`config.mk`:
```
export PLATFORM = sky130hd
export DESIGN_NAME = vx_perf_pipeline_ctrl_flat
export DESIGN_NICKNAME = d
export VERILOG_FILES = /design/src/rtl/vx_perf_pipeline_ctrl_pkg.sv /design/src/rtl/vx_perf_pipeline_ctrl_if.sv /design/src/rtl/vx_perf_pipeline_ctrl_counter.sv /design/src/rtl/vx_perf_pipeline_ctrl.sv /design/src/flat_wrapper.sv
export SDC_FILE = /design/constraint.sdc
export NUM_CORES = 2
export LEC_CHECK = 0
export BUFFER_PORTS_ARGS = -buffer_cell sky130_fd_sc_hd__buf_2
export CAP_MARGIN = 20
export CORE_UTILIZATION = 60
export DETAILED_ROUTE_END_ITERATION = 10
export GPL_TIMING_DRIVEN = 0
export PLACE_DENSITY = 0.81
export SYNTH_ARGS = -nofsm -noshare
export SYNTH_HDL_FRONTEND = slang
export SYNTH_SLANG_ARGS = --single-unit
```
`constraint.sdc`:
```
create_clock -name clk -period 32.5 [get_ports clk]
set_input_delay 0 -clock clk [delete_from_list [all_inputs] [get_ports clk]]
set_output_delay 0 -clock clk [all_outputs]
set_load 0.03 [all_outputs]
```
`src/rtl/vx_perf_pipeline_ctrl_pkg.sv`:
```
// Event index map and FSM state encoding shared by the performance-counter
// controller and its clients.
package vx_perf_pkg;

  localparam bit EXT_F_ENABLE = 1'b1;

  localparam int PERF_EVT_LOADS    = 0;
  localparam int PERF_EVT_STORES   = 1;
  localparam int PERF_EVT_BRANCHES = 2;
  localparam int PERF_EVT_IBF_ST   = 3;
  localparam int PERF_EVT_SCB_ST   = 4;
  localparam int PERF_EVT_LSU_ST   = 5;
  localparam int PERF_EVT_CSR_ST   = 6;
  localparam int PERF_EVT_ALU_ST   = 7;
  localparam int PERF_EVT_GPU_ST   = 8;
  localparam int PERF_EVT_FPU_ST   = 9;

  localparam int PERF_NUM_EVENTS = EXT_F_ENABLE ? 10 : 9;

  localparam logic [0:0] ST_IDLE = 1'b0;
  localparam logic [0:0] ST_RESP = 1'b1;

  typedef enum logic [0:0] {
    IDLE = ST_IDLE,
    RESP = ST_RESP
  } perf_state_e;

endpackage

```
`src/rtl/vx_perf_pipeline_ctrl_if.sv`:
```
// CSR read request/response channel of the performance-counter controller.
interface vx_perf_pipeline_ctrl_if #(
  parameter int IDX_BITS = 4
);
  logic                req_valid;
  logic                req_ready;
  logic [IDX_BITS-1:0] req_idx;
  logic                req_hi;
  logic                rsp_valid;
  logic                rsp_ready;
  logic [31:0]         rsp_data;
  logic                rsp_err;

  modport master (
    output req_valid, req_idx, req_hi, rsp_ready,
    input  req_ready, rsp_valid, rsp_data, rsp_err
  );

  modport slave (
    input  req_valid, req_idx, req_hi, rsp_ready,
    output req_ready, rsp_valid, rsp_data, rsp_err
  );
endinterface

```
`src/rtl/vx_perf_pipeline_ctrl_counter.sv`:
```
// One event counter with synchronous clear and a sticky wrap flag.
module vx_perf_counter #(
  parameter int CTR_BITS = 44
) (
  input  logic                clk,
  input  logic                reset,
  input  logic                enable,
  input  logic                clear,
  input  logic                evt,
  output logic [CTR_BITS-1:0] count,
  output logic                ovf
);

  always_ff @(posedge clk or posedge reset) begin
    if (reset) begin
      count <= '0;
      ovf   <= 1'b0;
    end else if (clear) begin
      count <= '0;
      ovf   <= 1'b0;
    end else if (enable && evt) begin
      count <= count + CTR_BITS'(1);
      if (&count) ovf <= 1'b1;
    end
  end

endmodule

```
`src/rtl/vx_perf_pipeline_ctrl.sv`:
```
// Pipeline performance counters with a tear-free 32-bit CSR read port.
//
//   state   | meaning
//   IDLE    | req_ready=1, waiting for a read request
//   RESP    | rsp_valid=1, holding captured data until rsp_ready
module vx_perf_pipeline_ctrl
  import vx_perf_pkg::*;
#(
  parameter int CTR_BITS   = 44,
  parameter int NUM_EVENTS = PERF_NUM_EVENTS,
  parameter int IDX_BITS   = $clog2(NUM_EVENTS)
) (
  input  logic                  clk,
  input  logic                  reset,
  input  logic                  enable,
  input  logic                  clear,
  input  logic [NUM_EVENTS-1:0] events,
  output logic [NUM_EVENTS-1:0] ovf,
  vx_perf_pipeline_ctrl_if.slave csr
);

  logic [CTR_BITS-1:0] ctr_val [NUM_EVENTS];
  logic [IDX_BITS-1:0] idx;
  logic                idx_ok;
  logic [63:0]         sel_val;
  logic [31:0]         shadow;
  logic [0:0]          state;
  logic [31:0]         rsp_data_q;
  logic                rsp_err_q;

  for (genvar i = 0; i < NUM_EVENTS; i++) begin : g_ctr
    vx_perf_counter #(.CTR_BITS(CTR_BITS)) u_ctr (
      .clk    (clk),
      .reset  (reset),
      .enable (enable),
      .clear  (clear),
      .evt    (events[i]),
      .count  (ctr_val[i]),
      .ovf    (ovf[i])
    );
  end

  assign idx = csr.req_idx;

  // Out-of-range indices leave sel_val at zero, which is the required data.
  always_comb begin
    idx_ok  = 32'(idx) < 32'(NUM_EVENTS);
    sel_val = '0;
    for (int i = 0; i < NUM_EVENTS; i++) begin
      if (idx == IDX_BITS'(i)) sel_val = 64'(ctr_val[i]);
    end
  end

  always_ff @(posedge clk or posedge reset) begin
    if (reset) begin
      state      <= ST_IDLE;
      rsp_data_q <= '0;
      rsp_err_q  <= 1'b0;
      shadow     <= '0;
    end else begin
      case (state)
        ST_IDLE: begin
          if (csr.req_valid) begin
            state      <= ST_RESP;
            rsp_err_q  <= !idx_ok;
            rsp_data_q <= csr.req_hi ? shadow : sel_val[31:0];
            if (!csr.req_hi && idx_ok) shadow <= sel_val[63:32];
          end
        end
        ST_RESP: begin
          if (csr.rsp_ready) state <= ST_IDLE;
        end
      endcase
      // Clear zeroes the shadow but leaves an already captured response alone.
      if (clear) shadow <= '0;
    end
  end

  assign csr.req_ready = (state == ST_IDLE);
  assign csr.rsp_valid = (state == ST_RESP);
  assign csr.rsp_data  = rsp_data_q;
  assign csr.rsp_err   = rsp_err_q;

endmodule
```
`src/flat_wrapper.sv`:
```
// flat-port wrapper written by rule: the top's interface ports become plain ports
module vx_perf_pipeline_ctrl_flat import vx_perf_pkg::*;
#(
  parameter int CTR_BITS   = 44,
  parameter int NUM_EVENTS = PERF_NUM_EVENTS,
  parameter int IDX_BITS   = $clog2(NUM_EVENTS)
)
  (clk, reset, enable, clear, events, ovf, csr_req_valid, csr_req_idx, csr_req_hi, csr_rsp_ready, csr_req_ready, csr_rsp_valid, csr_rsp_data, csr_rsp_err);
  vx_perf_pipeline_ctrl_if #(.IDX_BITS(IDX_BITS)) csr_i ();
  input  logic clk;
  input  logic reset;
  input  logic enable;
  input  logic clear;
  input  logic [NUM_EVENTS-1:0] events;
  output logic [NUM_EVENTS-1:0] ovf;
  input wire logic [$bits(csr_i.req_valid)-1:0] csr_req_valid;
  input wire logic [$bits(csr_i.req_idx)-1:0] csr_req_idx;
  input wire logic [$bits(csr_i.req_hi)-1:0] csr_req_hi;
  input wire logic [$bits(csr_i.rsp_ready)-1:0] csr_rsp_ready;
  output wire logic [$bits(csr_i.req_ready)-1:0] csr_req_ready;
  output wire logic [$bits(csr_i.rsp_valid)-1:0] csr_rsp_valid;
  output wire logic [$bits(csr_i.rsp_data)-1:0] csr_rsp_data;
  output wire logic [$bits(csr_i.rsp_err)-1:0] csr_rsp_err;
  assign csr_i.req_valid = csr_req_valid;
  assign csr_i.req_idx = csr_req_idx;
  assign csr_i.req_hi = csr_req_hi;
  assign csr_i.rsp_ready = csr_rsp_ready;
  assign csr_req_ready = csr_i.req_ready;
  assign csr_rsp_valid = csr_i.rsp_valid;
  assign csr_rsp_data = csr_i.rsp_data;
  assign csr_rsp_err = csr_i.rsp_err;
  vx_perf_pipeline_ctrl #(.CTR_BITS(CTR_BITS), .NUM_EVENTS(NUM_EVENTS), .IDX_BITS(IDX_BITS)) u_core (.clk(clk), .reset(reset), .enable(enable), .clear(clear), .events(events), .ovf(ovf), .csr(csr_i));
endmodule
```
==> flow_results.xml <==
<?xml version="1.0" encoding="UTF-8"?>
<metrics>
  <group name="global_route">
    <metric name="grt_first_pass_wirelength" unit="mm">169</metric>
    <metric name="maximum_number_of_pins_on_one_net_before_global_route_repair" unit="">121</metric>
    <metric name="groute.usage.overall" unit="">0.482</metric>
    <metric name="antenna_found_initial" unit="">6</metric>
    <metric name="grt_pass1_vias" unit="">26079</metric>
    <metric name="grt_overflow" unit="">0</metric>
  </group>
  <group name="logic_synthesis">
    <metric name="ys_seq_elements" unit="">496</metric>
    <metric name="synth-main-ff-cell" unit="">sky130_fd_sc_hd__dfrtp_1</metric>
    <metric name="syn-mean-instance-area" unit="um^2">8.82</metric>
    <metric name="netlist_area" unit="mm^2">0.0285</metric>
    <metric name="synth.yosys.warnings" unit="">0</metric>
    <metric name="postSynthNetCount" unit="">3262</metric>
    <metric name="syn_inst" unit="">3231</metric>
    <metric name="yosys.cell_types.count" unit="">76</metric>
    <metric name="synth_enable_flop_cells" unit="">0</metric>
    <metric name="async_reset_ff_frac" unit="">1.00</metric>
    <metric name="synth_seq_area_share" unit="">0.436</metric>
  </group>
  <group name="clock_tree">
    <metric name="cts_setup_buffers" unit="">0</metric>
    <metric name="cts.reportedPaths.clkPinSlew" unit="ns">0.06</metric>
    <metric name="cts_tree" unit="">built</metric>
    <metric name="number_of_buffers_created_by_cts" unit="">53</metric>
    <metric name="cts.sinks" unit="">496</metric>
    <metric name="max-clock-path-buffers" unit="">3</metric>
    <metric name="root_buffer" unit="">sky130_fd_sc_hd__clkbuf_16</metric>
    <metric name="clock_latency_on_the_worst_skew_pair" unit="ns">0.65</metric>
    <metric name="cts_htree_levels" unit="">2</metric>
  </group>
  <group name="cells_and_area">
    <metric name="finish.instance_area" unit="mm^2">0.0316</metric>
    <metric name="post_route_cells_drive_above_1_share" unit="">0.0742</metric>
    <metric name="layout.cells.most_common" unit="">sky130_fd_sc_hd__dfrtp_1</metric>
    <metric name="postLayoutCoreUtil" unit="">0.678</metric>
    <metric name="layout.cells.most_common_list" unit="">sky130_fd_sc_hd__dfrtp_1 (496), sky130_fd_sc_hd__nor2_1 (424), sky130_fd_sc_hd__nand2_1 (242), sky130_fd_sc_hd__a21oi_1 (194), sky130_fd_sc_hd__clkbuf_1 (178)</metric>
    <metric name="final_nets" unit="">3404</metric>
    <metric name="post_layout_nonfiller_instances" unit="">4022</metric>
    <metric name="area_overhead_vs_synth" unit="%">11.1</metric>
    <metric name="layout_filler_cell_count" unit="">3709</metric>
  </group>
  <group name="worst_setup_path">
    <metric name="critical_path.endpoint_type" unit="">register</metric>
    <metric name="crit-reg2reg-launch" unit="">u_core.g_ctr[4].u_ctr.count[0]</metric>
    <metric name="critical_path_start_type" unit="">input pin</metric>
    <metric name="worst-r2r-cell-count" unit="">7</metric>
    <metric name="timing.critical_path.fanout_max" unit="">10</metric>
    <metric name="timing_worst_setup_path_type" unit="">input pin to register</metric>
    <metric name="cp_data_arrival_time" unit="ns">3.79</metric>
    <metric name="required" unit="ns">32.95</metric>
    <metric name="endpoint" unit="">u_core.g_ctr[5].u_ctr.count[42]</metric>
    <metric name="worstReg2RegEnd" unit="">u_core.g_ctr[4].u_ctr.count[36]</metric>
    <metric name="timing.reg2reg.setup_slack" unit="ns">29.28</metric>
    <metric name="setup.worst_path.start" unit="">clear</metric>
  </group>
  <group name="detailed_routing">
    <metric name="wl" unit="mm">117</metric>
    <metric name="wl_per_cell" unit="um">29.0</metric>
    <metric name="vias_per_cell" unit="">7.04</metric>
    <metric name="remaining_drc_errors" unit="">12</metric>
    <metric name="drtAntennaViolNets" unit="">0</metric>
    <metric name="detail_route.iter0.violations" unit="">4558</metric>
    <metric name="num_vias" unit="">28298</metric>
    <metric name="drt_pass1_iterations" unit="">11</metric>
  </group>
  <group name="sta">
    <metric name="report.final.setup_viol" unit="">0</metric>
    <metric name="final.setup_skew" unit="ns">0.0339</metric>
    <metric name="fin_setup_tns" unit="ns">0</metric>
    <metric name="setup_slack" unit="ns">29.16</metric>
    <metric name="worst_slew_pin_slew" unit="ns">1.21</metric>
    <metric name="fmax" unit="GHz">0.300</metric>
    <metric name="layout_min_cycle_time" unit="ns">3.34</metric>
    <metric name="setup_repair_after_global_routing_missed_its_margin" unit="">no</metric>
    <metric name="min_period_over_period" unit="">0.103</metric>
    <metric name="finalHoldViolations" unit="">0</metric>
    <metric name="maxSlewHeadroom" unit="">0.196</metric>
    <metric name="final-max-slew-violation-count" unit="">0</metric>
  </group>
  <group name="floorplanning">
    <metric name="core" unit="mm^2">0.0467</metric>
    <metric name="std_cell_rows" unit="">79</metric>
    <metric name="die_area" unit="mm^2">0.0484</metric>
    <metric name="floorplan.die.height" unit="um">220</metric>
    <metric name="start_util" unit="">0.611</metric>
    <metric name="floorplan.die.width" unit="um">220</metric>
    <metric name="num_io_pins" unit="">66</metric>
  </group>
  <group name="power">
    <metric name="p_leak" unit="nW">12.5</metric>
    <metric name="ir_worst_vdd" unit="mV">0.0417</metric>
    <metric name="cellPowerDensity" unit="mW/mm^2">43.7</metric>
  </group>
  <group name="place">
    <metric name="dpl.cell_count" unit="">3910</metric>
    <metric name="place_area" unit="mm^2">0.0297</metric>
    <metric name="pre_cts_ws" unit="ns">28.87</metric>
    <metric name="gp_routability_congestion" unit="">1.09</metric>
    <metric name="place_hpwl" unit="mm">88.8</metric>
    <metric name="numPortBuffers" unit="">64</metric>
  </group>
  <group name="run_status">
    <metric name="outcome" unit="">complete, but fails checks</metric>
    <metric name="failing_checks" unit="">design-rule violations</metric>
  </group>
  <group name="run">
    <metric name="max-cap-violations" unit="">0</metric>
  </group>
  <group name="worst_hold_path">
    <metric name="min-delay-path-class" unit="">input pin to async pin</metric>
  </group>
</metrics>
==> cells by family (layout without fill, tap and decap cells) <==
kind of cell	after synthesis	in the layout	synth area share
adders and majority gates	10	10	0.00439
and+or+nand+nor	1452	1452	0.260
xor gates and xnor gates	301	301	0.0925
other	0	3	0
DFF	496	496	0.436
AOI/OAI and AO/OA	592	592	0.130
buffers and inverters	286	467	0.0400
muxes	94	94	0.0375
==> layer usage <==
metal / vias up / part of all wire / GRT usage
met3: 424 / 0.14 / 0.132
li1: 11928 / - / -
met5: - / 0.00034 / 0
met1: 13788 / 0.38 / 0.657
met4: 6 / 0.065 / 0.274
met2: 2152 / 0.42 / 0.690
==> area by class of cell <==
| cell class | count | area, um^2 | share of cell area |
|---|---|---|---|
| Antenna cell | 3 | 7.51 | 0.000237 |
| Buffer | 215 | 875 | 0.0276 |
| Clock buffer | 74 | 1510 | 0.0476 |
| Clock inverter | 20 | 255 | 0.00807 |
| Inverter | 71 | 274 | 0.00866 |
| Multi-Input combinational cell | 2449 | 14900 | 0.472 |
| Sequential cell | 496 | 12400 | 0.392 |
| Tap cell | 607 | 759 | 0.0240 |
| Timing Repair Buffer | 87 | 621 | 0.0196 |
==> synthesized netlist by cell type (all sizes together), types with 29 or more instances <==
library cell / number / share of area
a21oi: 194 / 0.034
buf: 47 / 0.0085
xnor2: 130 / 0.040
clkbuf: 168 / 0.022
mux2: 32 / 0.013
nand3: 160 / 0.028
or4: 29 / 0.0076
mux2i: 55 / 0.019
nand4: 170 / 0.038
o21ai: 157 / 0.028
xor2: 171 / 0.053
and3: 53 / 0.012
inv: 70 / 0.0092
nor3: 81 / 0.014
nor4: 55 / 0.013
nand2: 242 / 0.032
and4: 47 / 0.014
nor2: 424 / 0.056
dfrtp: 496 / 0.44
or3: 89 / 0.020
==> worst max-delay path, cell delays in order <==
cell and delay [ns]:
sky130_fd_sc_hd__dlygate4sd3_1 0.52, sky130_fd_sc_hd__buf_2 0.11, sky130_fd_sc_hd__clkbuf_1 0.45, sky130_fd_sc_hd__clkbuf_1 0.83, sky130_fd_sc_hd__clkbuf_1 0.92, sky130_fd_sc_hd__buf_1 0.81, sky130_fd_sc_hd__a21oi_1 0.12
==> worst min path at each step <==
stage | to | slack [ns] | cells after the start
after floorplan | u_core.csr.rsp_valid | 0.1 | 1
after global placement | u_core.csr.rsp_valid | 0.18 | 2
after detailed placement | u_core.g_ctr[0].u_ctr.count[19] | 0.09 | 2
after CTS | u_core.g_ctr[0].u_ctr.count[17] | 0.004 | 3
after global routing | u_core.g_ctr[0].u_ctr.count[13] | 0.08 | 3
final | u_core.g_ctr[0].u_ctr.count[18] | 0.003 | 3
==> flip-flops by register name (all words and copies together) (netlist names) <==
register	flops
u_core.g_ctr.u_ctr.count	440
u_core.csr.rsp_data	32
u_core.shadow	12
u_core.g_ctr.u_ctr.ovf	10
u_core.csr.rsp_err	1
u_core.csr.rsp_valid	1
==> per-stage QoR <==
step           total power [mW]  hold slack [ns]
6_report                   1.38          0.00288
5_1_grt                    1.41           0.0798
4_1_cts                    1.38          0.00404
3_5_place_dp              0.759           0.0910
3_3_place_gp              0.756            0.178
2_1_floorplan             0.708           0.0964
==> power by group <==
group / total [mW] / switching (mW) / internal [mW]
registers: 0.633 / 0.00830 / 0.625
logic: 0.121 / 0.0934 / 0.0281
clock network: 0.629 / 0.267 / 0.362
total: 1.38 / 0.369 / 1.01
==> what timing repair did <==
item | CTS | global route
gates resized for setup | 0 | 0
endpoints found under the hold margin | 295 | 0
hold buffers | 14 | 0
(Power assumes the default switching activity.)
